$ cat config.mk
export PLATFORM = sky130hd
export DESIGN_NAME = cla_group_serial_sub_flat
export DESIGN_NICKNAME = d
export VERILOG_FILES = /design/src/rtl/cla_group_serial_sub_if.sv /design/src/rtl/cla_group_serial_sub.sv /design/src/flat_wrapper.sv
export SDC_FILE = /design/constraint.sdc
export NUM_CORES = 1
export LEC_CHECK = 0
export ABC_AREA = 1
export CAP_MARGIN = 40
export CORE_AREA = 2 2 101 83
export DETAILED_ROUTE_END_ITERATION = 8
export DIE_AREA = 0 0 103 85
export PLACE_DENSITY = 0.57
export SLEW_MARGIN = 40
export SYNTH_ARGS = -nofsm -noshare
export SYNTH_HDL_FRONTEND = slang
export SYNTH_SLANG_ARGS = --single-unit
$ cat constraint.sdc
create_clock -name CLK -period 2.1 [get_ports CLK]
set_input_delay 0.21 -clock CLK [delete_from_list [all_inputs] [get_ports CLK]]
set_output_delay 0.21 -clock CLK [all_outputs]
set_load 0.03 [all_outputs]
$ cat src/rtl/cla_group_serial_sub_if.sv
// Operand/result handshake bundle for cla_group_serial_sub.
// master = operand producer / result consumer side, slave = the subtractor.
interface cla_group_serial_sub_if #(
   parameter int unsigned ADDER_SIZE = 16
);
   logic                  IN_VALID;
   logic                  IN_READY;
   logic [ADDER_SIZE:1]   A;
   logic [ADDER_SIZE:1]   B;
   logic                  BIN;
   logic                  OUT_VALID;
   logic                  OUT_READY;
   logic [ADDER_SIZE:1]   DIFF;
   logic                  BOUT;
   logic                  OVF;

   modport master (
      output IN_VALID, A, B, BIN, OUT_READY,
      input  IN_READY, OUT_VALID, DIFF, BOUT, OVF
   );

   modport slave (
      input  IN_VALID, A, B, BIN, OUT_READY,
      output IN_READY, OUT_VALID, DIFF, BOUT, OVF
   );
endinterface

$ cat src/rtl/cla_group_serial_sub.sv
// Group-serial carry-lookahead subtractor: DIFF = A - B - BIN, one group per clock, LSB first.
// Optional APPROX_LSB_GROUP_EN: group 0 becomes a lower-part-OR approximation, BIN ignored.
module cla_group_serial_sub #(
   parameter int unsigned ADDER_SIZE = 16,
   parameter int unsigned GROUP_SIZE = 4
) (
   input  logic                   CLK,
   input  logic                   RST_N,
   cla_group_serial_sub_if.slave  bus
);
   localparam int unsigned NGROUPS = ADDER_SIZE / GROUP_SIZE;
   localparam int unsigned IDX_W   = (NGROUPS > 1) ? $clog2(NGROUPS) : 1;

   typedef enum logic [1:0] {IDLE, RUN, DONE} state_e;

   state_e                   state_q;
   logic [ADDER_SIZE:1]      a_q;
   logic [ADDER_SIZE:1]      nb_q;
   logic [ADDER_SIZE:1]      diff_q;
   logic                     a_msb_q;
   logic                     nb_msb_q;
   logic                     carry_q;
   logic                     bout_q;
   logic                     ovf_q;
   logic                     out_valid_q;
   logic [IDX_W-1:0]         idx_q;

   logic [GROUP_SIZE-1:0]    grp_a;
   logic [GROUP_SIZE-1:0]    grp_nb;
   logic [GROUP_SIZE-1:0]    grp_g;
   logic [GROUP_SIZE-1:0]    grp_p;
   logic [GROUP_SIZE:0]      grp_c;
   logic [GROUP_SIZE-1:0]    grp_diff_d;
   logic                     grp_cout_d;
   logic [ADDER_SIZE+GROUP_SIZE:1] diff_cat;
   logic [ADDER_SIZE:1]      diff_d;
   logic                     ovf_d;
   logic                     last_grp;

   // Lookahead over the current low group; each carry is expanded into its
   // flat generate/propagate sum-of-products form rather than rippled.
   always_comb begin
      grp_a  = a_q[GROUP_SIZE:1];
      grp_nb = nb_q[GROUP_SIZE:1];
      grp_g  = grp_a & grp_nb;
      grp_p  = grp_a ^ grp_nb;
      grp_c  = '0;
      grp_c[0] = carry_q;
      for (int i = 1; i <= int'(GROUP_SIZE); i++) begin
         logic c_acc;
         logic p_acc;
         c_acc = 1'b0;
         p_acc = 1'b1;
         for (int j = i - 1; j >= 0; j--) begin
            c_acc = c_acc | (p_acc & grp_g[j]);
            p_acc = p_acc & grp_p[j];
         end
         grp_c[i] = c_acc | (p_acc & carry_q);
      end
      grp_diff_d = grp_p ^ grp_c[GROUP_SIZE-1:0];
      grp_cout_d = grp_c[GROUP_SIZE];
`ifdef APPROX_LSB_GROUP_EN
      if (idx_q == '0) begin
         grp_diff_d = grp_a | grp_nb;
         grp_cout_d = grp_g[GROUP_SIZE-1];
      end
`endif
   end

   // Result fills from the top: after NGROUPS shifts group 0 lands at the LSB.
   assign diff_cat = {grp_diff_d, diff_q};
   assign diff_d   = diff_cat[ADDER_SIZE+GROUP_SIZE:GROUP_SIZE+1];
   assign ovf_d    = (a_msb_q != ~nb_msb_q) & (grp_diff_d[GROUP_SIZE-1] != a_msb_q);
   assign last_grp = (idx_q == IDX_W'(NGROUPS - 1));

   always_ff @(posedge CLK or negedge RST_N) begin
      if (!RST_N) begin
         state_q     <= IDLE;
         a_q         <= '0;
         nb_q        <= '0;
         diff_q      <= '0;
         a_msb_q     <= 1'b0;
         nb_msb_q    <= 1'b0;
         carry_q     <= 1'b0;
         bout_q      <= 1'b0;
         ovf_q       <= 1'b0;
         out_valid_q <= 1'b0;
         idx_q       <= '0;
      end else begin
         case (state_q)
            IDLE: begin
               if (bus.IN_VALID) begin
                  a_q      <= bus.A;
                  nb_q     <= ~bus.B;
                  a_msb_q  <= bus.A[ADDER_SIZE];
                  nb_msb_q <= ~bus.B[ADDER_SIZE];
                  carry_q  <= ~bus.BIN;
                  idx_q    <= '0;
                  state_q  <= RUN;
               end
            end
            RUN: begin
               a_q     <= a_q >> GROUP_SIZE;
               nb_q    <= nb_q >> GROUP_SIZE;
               diff_q  <= diff_d;
               carry_q <= grp_cout_d;
               idx_q   <= idx_q + IDX_W'(1);
               if (last_grp) begin
                  bout_q      <= ~grp_cout_d;
                  ovf_q       <= ovf_d;
                  out_valid_q <= 1'b1;
                  state_q     <= DONE;
               end
            end
            DONE: begin
               if (bus.OUT_READY) begin
                  out_valid_q <= 1'b0;
                  state_q     <= IDLE;
               end
            end
            default: state_q <= IDLE;
         endcase
      end
   end

   assign bus.IN_READY  = (state_q == IDLE);
   assign bus.OUT_VALID = out_valid_q;
   assign bus.DIFF      = diff_q;
   assign bus.BOUT      = bout_q;
   assign bus.OVF       = ovf_q;
endmodule

$ cat src/flat_wrapper.sv
// flat-port wrapper written by rule: the top's interface ports become plain ports
module cla_group_serial_sub_flat 
#(
   parameter int unsigned ADDER_SIZE = 16,
   parameter int unsigned GROUP_SIZE = 4
)
  (CLK, RST_N, bus_IN_VALID, bus_A, bus_B, bus_BIN, bus_OUT_READY, bus_IN_READY, bus_OUT_VALID, bus_DIFF, bus_BOUT, bus_OVF);
  cla_group_serial_sub_if #(.ADDER_SIZE(ADDER_SIZE)) bus_i ();
  input  logic CLK;
  input  logic RST_N;
  input wire logic [$bits(bus_i.IN_VALID)-1:0] bus_IN_VALID;
  input wire logic [$bits(bus_i.A)-1:0] bus_A;
  input wire logic [$bits(bus_i.B)-1:0] bus_B;
  input wire logic [$bits(bus_i.BIN)-1:0] bus_BIN;
  input wire logic [$bits(bus_i.OUT_READY)-1:0] bus_OUT_READY;
  output wire logic [$bits(bus_i.IN_READY)-1:0] bus_IN_READY;
  output wire logic [$bits(bus_i.OUT_VALID)-1:0] bus_OUT_VALID;
  output wire logic [$bits(bus_i.DIFF)-1:0] bus_DIFF;
  output wire logic [$bits(bus_i.BOUT)-1:0] bus_BOUT;
  output wire logic [$bits(bus_i.OVF)-1:0] bus_OVF;
  assign bus_i.IN_VALID = bus_IN_VALID;
  assign bus_i.A = bus_A;
  assign bus_i.B = bus_B;
  assign bus_i.BIN = bus_BIN;
  assign bus_i.OUT_READY = bus_OUT_READY;
  assign bus_IN_READY = bus_i.IN_READY;
  assign bus_OUT_VALID = bus_i.OUT_VALID;
  assign bus_DIFF = bus_i.DIFF;
  assign bus_BOUT = bus_i.BOUT;
  assign bus_OVF = bus_i.OVF;
  cla_group_serial_sub #(.ADDER_SIZE(ADDER_SIZE), .GROUP_SIZE(GROUP_SIZE)) u_core (.CLK(CLK), .RST_N(RST_N), .bus(bus_i));
endmodule
Word level (Yosys, flattened, before mapping)
Cells that the tools add are included. Widths: inputs -> output; s select.

Register bits after elaboration: 58. Logic and storage cells: 78.

Equal/unequal tests: 8. Bitwise gates (word level): 35. Mux-type cells: 15. Add/subtract/negate cells: 1. Reduce and logical (&&, ||, !) cells: 8.

Operators by type and width (count): $pmux 16 s2 (2); $mux 16 (2); $and 1x1->1 (17); $not 16->16 (1); $or 1x1->1 (10); $mux 2 (4); $xor 4x4->4 (2); $pmux 2 s3 (1); $reduce_and 2->1 (3); $reduce_and 3->1 (2); $and 4x4->4 (1); $eq 2x2->1 const B (2); $ne 2x2->1 const B (2); $not 1->1 (4); $pmux 1 s2 (2); $pmux 2 s2 (1); $reduce_bool 2->1 (2); $mux 1 (3); $add 2x1->2 const B (1); $eq 2x1->1 const B (1); $logic_not 2->1 (1); $ne 1x1->1 (2); $ne 2x1->1 const B (1).

Depth between registers and ports, before layout
Depth in word-level cells: 8. Mapped depth: 9. Gate-level depth less buffers: 9.

Least setup slack after synthesis
No wires, ideal clock.

Kind: register to register. Start: register u_core.nb_q[3] (netlist name). End: register u_core.carry_q. Path buffers: 0. Arrival time: 1.340 ns. Stages on the path, launching flop included: 9. Setup slack: 0.630 ns. Cell sequence: dfrtp_1 -> ha_1 -> or2_2 -> nand2_1 -> nand2_1 -> nand2_1 -> nand2_1 -> nand2_1 -> o211ai_1.

Cells in the longest elaborated chain, start to end: 7. Elaborated cells between the ends (all ways): 14. Those cells by class: mux (1); bitwise (13).

RTL lines: start: declaration (RTL line cla_group_serial_sub.sv:18) `logic [ADDER_SIZE:1] nb_q;`; start signal: assignment (RTL line cla_group_serial_sub.sv:94) `nb_q <= ~bus.B;`; start signal: assignment (RTL line cla_group_serial_sub.sv:104) `nb_q <= nb_q >> GROUP_SIZE;`; $and 4x4->4 / $xor 4x4->4 (equally long branches) (RTL line cla_group_serial_sub.sv:45, cla_group_serial_sub.sv:46); $and 1x1->1, on equally long branches (RTL line cla_group_serial_sub.sv:55, cla_group_serial_sub.sv:56); $or 1x1->1 (tied with other cells) (2 in series) (RTL line cla_group_serial_sub.sv:55) `c_acc = c_acc | (p_acc & grp_g[j]);`; $or 1x1->1 / $and 1x1->1 (equally long branches) (RTL line cla_group_serial_sub.sv:55, cla_group_serial_sub.sv:58); $or 1x1->1 (*) (RTL line cla_group_serial_sub.sv:58) `grp_c[i] = c_acc | (p_acc & carry_q);`; $pmux 1 s2 (*) (RTL line cla_group_serial_sub.sv:90) `case (state_q)`; end signal: assignment (RTL line cla_group_serial_sub.sv:97) `carry_q <= ~bus.BIN;`; end signal: assignment (RTL line cla_group_serial_sub.sv:106) `carry_q <= grp_cout_d;`; end: declaration (RTL line cla_group_serial_sub.sv:22) `logic carry_q;`.

Mark *: on every way between the ends. The rest lies on a longest branch, timed or not. A chain may end at the register's enable or synchronous reset.

Worst setup path in the final report
Start: register u_core.state_q[1]. End: output port bus_IN_READY.

Cells in the longest elaborated chain, start to end: 1.

RTL lines: start: declaration (RTL line cla_group_serial_sub.sv:16) `state_e state_q;`; start signal: assignment (RTL line cla_group_serial_sub.sv:78) `state_q <= IDLE;`; start signal: assignment (RTL line cla_group_serial_sub.sv:99) `state_q <= RUN;`; start signal: assignment (RTL line cla_group_serial_sub.sv:112) `state_q <= DONE;`; $logic_not 2->1 (RTL line cla_group_serial_sub.sv:126) `assign bus.IN_READY = (state_q == IDLE);`; end: declaration (RTL line flat_wrapper.sv:16) `output wire logic [$bits(bus_i.IN_READY)-1:0] bus_IN_READY;`.

Every way passes these cells.

==> reports/results.txt <==
In the global route stage, overall resource usage came out at 14.1%. The number of resized instances in the post-cts repair step is 0. In this run, the combinational gates consume 50.9% of the power. At the worst endpoint, the required time is 1.89 ns.

The placed wire-length estimate after detailed placement was 3950 um; the netlist area before placement was 0.00266 sq mm. The unique cell type count in the Yosys netlist is 31. The total via count in the routed design was 2131; the latest clock arrival within the worst-skew pair was 0.33 ns. Synthesis produced a netlist with a net count of 339. Net switching is 43.8% of the power. The proportion of synthesized chip area in sequential cells was 54.6%. The launch point of the worst path was u_core.state_q[1]. The share of the clock period used by the worst path works out to 93.1%. The worst setup path is of the flop to primary output kind. Broken down by cell family, the worst path's largest delay share belongs to buffers and inverters.

Area fraction of the dominant cell type after synthesis: 54.6%. The wire length of the first global-routing pass is 9490 um, and the number of warnings issued by yosys is 0. The number of fillers in the final layout is 811. The die is 85 um tall. The setup slack of the worst register-to-register path was 0.19 ns; the leakage power was 1.63 nW. The die is 103 um wide. The largest area contributor in the netlist is sky130_fd_sc_hd__dfrtp_1.

The most common cell in the synthesized netlist is sky130_fd_sc_hd__nand2_1. The share of power burned in the clock network was 15.0%. Once the clock tree was built, the setup fixing pass inserted 0 buffers. The total overflow reported by the global router came out at 0. For the number of H-tree branching levels, the log shows 3.

The count of maximum capacitance violations was 0. Yosys mapped a number of flops with a built-in enable equal to 0. After clock tree synthesis, the clock-pin slew on the worst setup and hold paths is 0.06 ns. The tightest min-delay check is of the input pin to flop type.

Summing all non-filler instances in the final layout gives an area of 0.00346 sq mm. The standard cell area after detailed placement is 0.00329 sq mm. Sorting the synthesized cells by area gives the leading types as sky130_fd_sc_hd__dfrtp_1, sky130_fd_sc_hd__nand2_1, sky130_fd_sc_hd__o21ai_0. The cell at the slowest stage of the critical path was sky130_fd_sc_hd__clkdlybuf4s50_1.

Summing all multi-input logic gate instances after layout gives 998 sq um. The die covers 0.00876 sq mm. The most used flip-flop cell after synthesis is sky130_fd_sc_hd__dfrtp_1. The logs give 0.638 mV for the maximum vdd ir drop and 57 for the number of top-level pins. The run gives 2 as the maximum clock path buffer count. Headroom to the max-slew limit came out at 56.7%. Adding up every negative setup slack in the final design gives 0 ns.

In this run the worst path has a maximum fanout of 4. The flow ran to the end, and the final reports show no timing, DRC or antenna violations. The area growth from synthesis to final layout is 30.2%, and the initial antenna violation count is 0. The number of clock buffers added by TritonCTS is 9. The logs give 58 for the clock sink count and 0.00823 ns for the worst-case clock skew. For this run, design rule violations remaining after detail routing come to 0.

Root buffer cell: sky130_fd_sc_hd__clkbuf_8. The antenna diode count is 0. In this design, the stage delay of the slowest critical-path cell is 0.69 ns.

Before antenna repair, the detailed router went through 4 iterations. For the setup slack after layout, the log shows 0.146 ns. The power density relative to cell area was 1660 mW/mm^2. The critical path goes through inv_2, nand2_4, inv_1, clkdlybuf4s50_1.

The floorplan core area came out at 0.00776 sq mm. The critical hold path startpoint is bus_B[12]. The slew of the pin with the lowest slew margin is 0.648 ns.

Counting instances in the post-synthesis netlist gives the leading cell types as sky130_fd_sc_hd__nand2_1, sky130_fd_sc_hd__dfrtp_1, sky130_fd_sc_hd__o21ai_0. The share of total power dissipated in sequential elements is 34.1%. For the maximum clock frequency, the log shows 0.512 GHz. For the number of placement rows, the log shows 29. The final max-slew violation count is 0. In the final layout, the share of cells above drive strength 1 is 7.84%. The worst setup path is launched from a flop.

The worst setup path is captured at a primary output. The total wire length was 5780 um; the pre-CTS setup slack was -0.0816 ns. Entering global routing, the biggest net connects 59 pins. The per-cell via count in the routed design is 4.58, and the routed length per placed instance is 12.4 um.

The number of global-route vias before repair came out at 2022. Once detail routing completed, the nets flagged for antenna violations numbered 0. The violation count after the first detailed-route iteration was 143; the internal power component was 3.23 mW.

Final-report hold violation count: 0. Setup violations remaining at the end of the flow were counted as 0. Synthesis produced 296 cells. The number of nets in the layout is 397. Of all flip-flops after synthesis, the portion carrying an async set or reset was 100%. The flip-flop and latch area came out at 0.00145 sq mm.

Summed over all nets, the switching power comes to 2.53 mW. Starting density of the core: 34.2%. Setup repair after global routing left no endpoint under its margin. Each instance of the synthesized netlist takes up on average 8.98 sq um. At the worst endpoint, the arrival time is 1.74 ns. TritonCTS built the clock tree. Routability-driven placement finished with a final weighted congestion of 0.749. Shortest clock period the worst path allows after layout: 1.95 ns. The worst register-to-register path begins at u_core.state_q[1].

The number of buffers and inverters on the critical path is 3. Count of input and output buffers: 56. The count of state elements after synthesis works out to 58.
-- cell usage in the layout, fill, tap and decap left out, types with 3 or more instances in the layout --
cell,synthesis,layout
sky130_fd_sc_hd__nand2_1,96,96
sky130_fd_sc_hd__dfrtp_1,58,58
sky130_fd_sc_hd__clkdlybuf4s50_1,0,55
sky130_fd_sc_hd__o21ai_0,30,30
sky130_fd_sc_hd__inv_1,25,25
sky130_fd_sc_hd__nand3_1,10,10
sky130_fd_sc_hd__nor2_1,10,10
sky130_fd_sc_hd__clkbuf_8,0,10
sky130_fd_sc_hd__nor3_1,8,8
sky130_fd_sc_hd__a211oi_1,8,8
sky130_fd_sc_hd__o21ai_1,6,6
sky130_fd_sc_hd__ha_1,5,5
sky130_fd_sc_hd__inv_2,4,4
sky130_fd_sc_hd__buf_4,5,4
sky130_fd_sc_hd__o211a_1,3,3
sky130_fd_sc_hd__a32o_1,3,3
-- registers in the layout, summed over array words and instances (netlist names) --
signal                flops
u_core.bus.DIFF          16
u_core.a_q               16
u_core.nb_q              16
u_core.idx_q              2
u_core.bus.BOUT           1
u_core.nb_msb_q           1
u_core.state_q            2
u_core.a_msb_q            1
u_core.bus.OVF            1
u_core.bus.OUT_VALID      1
u_core.carry_q            1
-- power groups by stage --
stage                     sequential, mW  clock, mW  combinational [mW]
after floorplan                     2.23          0                1.92
after global placement              1.98          0                2.91
after detailed placement            1.98          0                2.97
after CTS                           1.97      0.898                2.98
after global routing                2.03      0.952                3.32
final                               1.96      0.864                2.93
-- worst reg2reg max path, delay by kind of cell, from the launching register on --
family	cells	cell delay, ns
simple gates	3	0.64
compound gates	1	0.22
buf+inv	3	0.50
flops	1	0.43
-- per-layer routing --
metal | wire length (um) | global-route usage [%] | vias up | part of all wire [%]
met2 | 2530 | 20.2 | 56 | 44
met1 | 2900 | 20.1 | 994 | 50
li1 | - | - | 1075 | -
met5 | 0 | 0 | - | 0
met3 | 321 | 5.35 | 6 | 5.6
met4 | 31 | 3.59 | 0 | 0.54
-- layout make-up --
class / instances / share of cell area, %
Clock buffer: 11 / 4.09
Sequential cell: 58 / 42.0
Clock inverter: 3 / 0.506
Tap cell: 108 / 3.91
Inverter: 29 / 3.15
Timing Repair Buffer: 62 / 17.5
Multi-Input combinational cell: 194 / 28.9
-- per-stage QoR --
stage / hold WS [ns] / std cells / power (mW) / util [%]
5_1_grt: 0.441 / 465 / 6.30 / 44.6
3_3_place_gp: 0.410 / 450 / 4.89 / 42.3
2_1_floorplan: -0.0856 / 296 / 4.15 / -
3_5_place_dp: 0.409 / 450 / 4.95 / 42.3
4_1_cts: 0.0480 / 464 / 5.85 / 44.4
6_report: 0.443 / 465 / 5.76 / 44.6
-- worst paths after layout --
path / cells past startpoint / to
min in group asynchronous: 3 / u_core.bus.DIFF[2]
worst min-delay path: 2 / u_core.nb_q[13]
worst max register to register: 7 / u_core.nb_q[3]
max in group asynchronous: 3 / u_core.nb_q[3]
worst min register to register: 1 / u_core.state_q[1]
worst max-delay path: 4 / bus_IN_READY
-- cells by family (layout without fill, tap and decap cells) --
logic type / after synthesis / in the layout / synth area share, %
adders and majority gates: 6 / 6 / 3.11
xor gates and xnor gates: 2 / 2 / 0.659
DFF: 58 / 58 / 54.6
AOI/OAI and AO/OA: 54 / 54 / 12.4
and+or+nand+nor: 132 / 132 / 21.4
buffers and inverters: 44 / 105 / 7.82
-- what timing repair did --
action / in CTS / in global routing
endpoints found under the hold margin: 0 / 52
hold buffers: 0 / 1
setup endpoints to repair: 0 / 0
No activity file was read; power rests on OpenSTA's default activity.
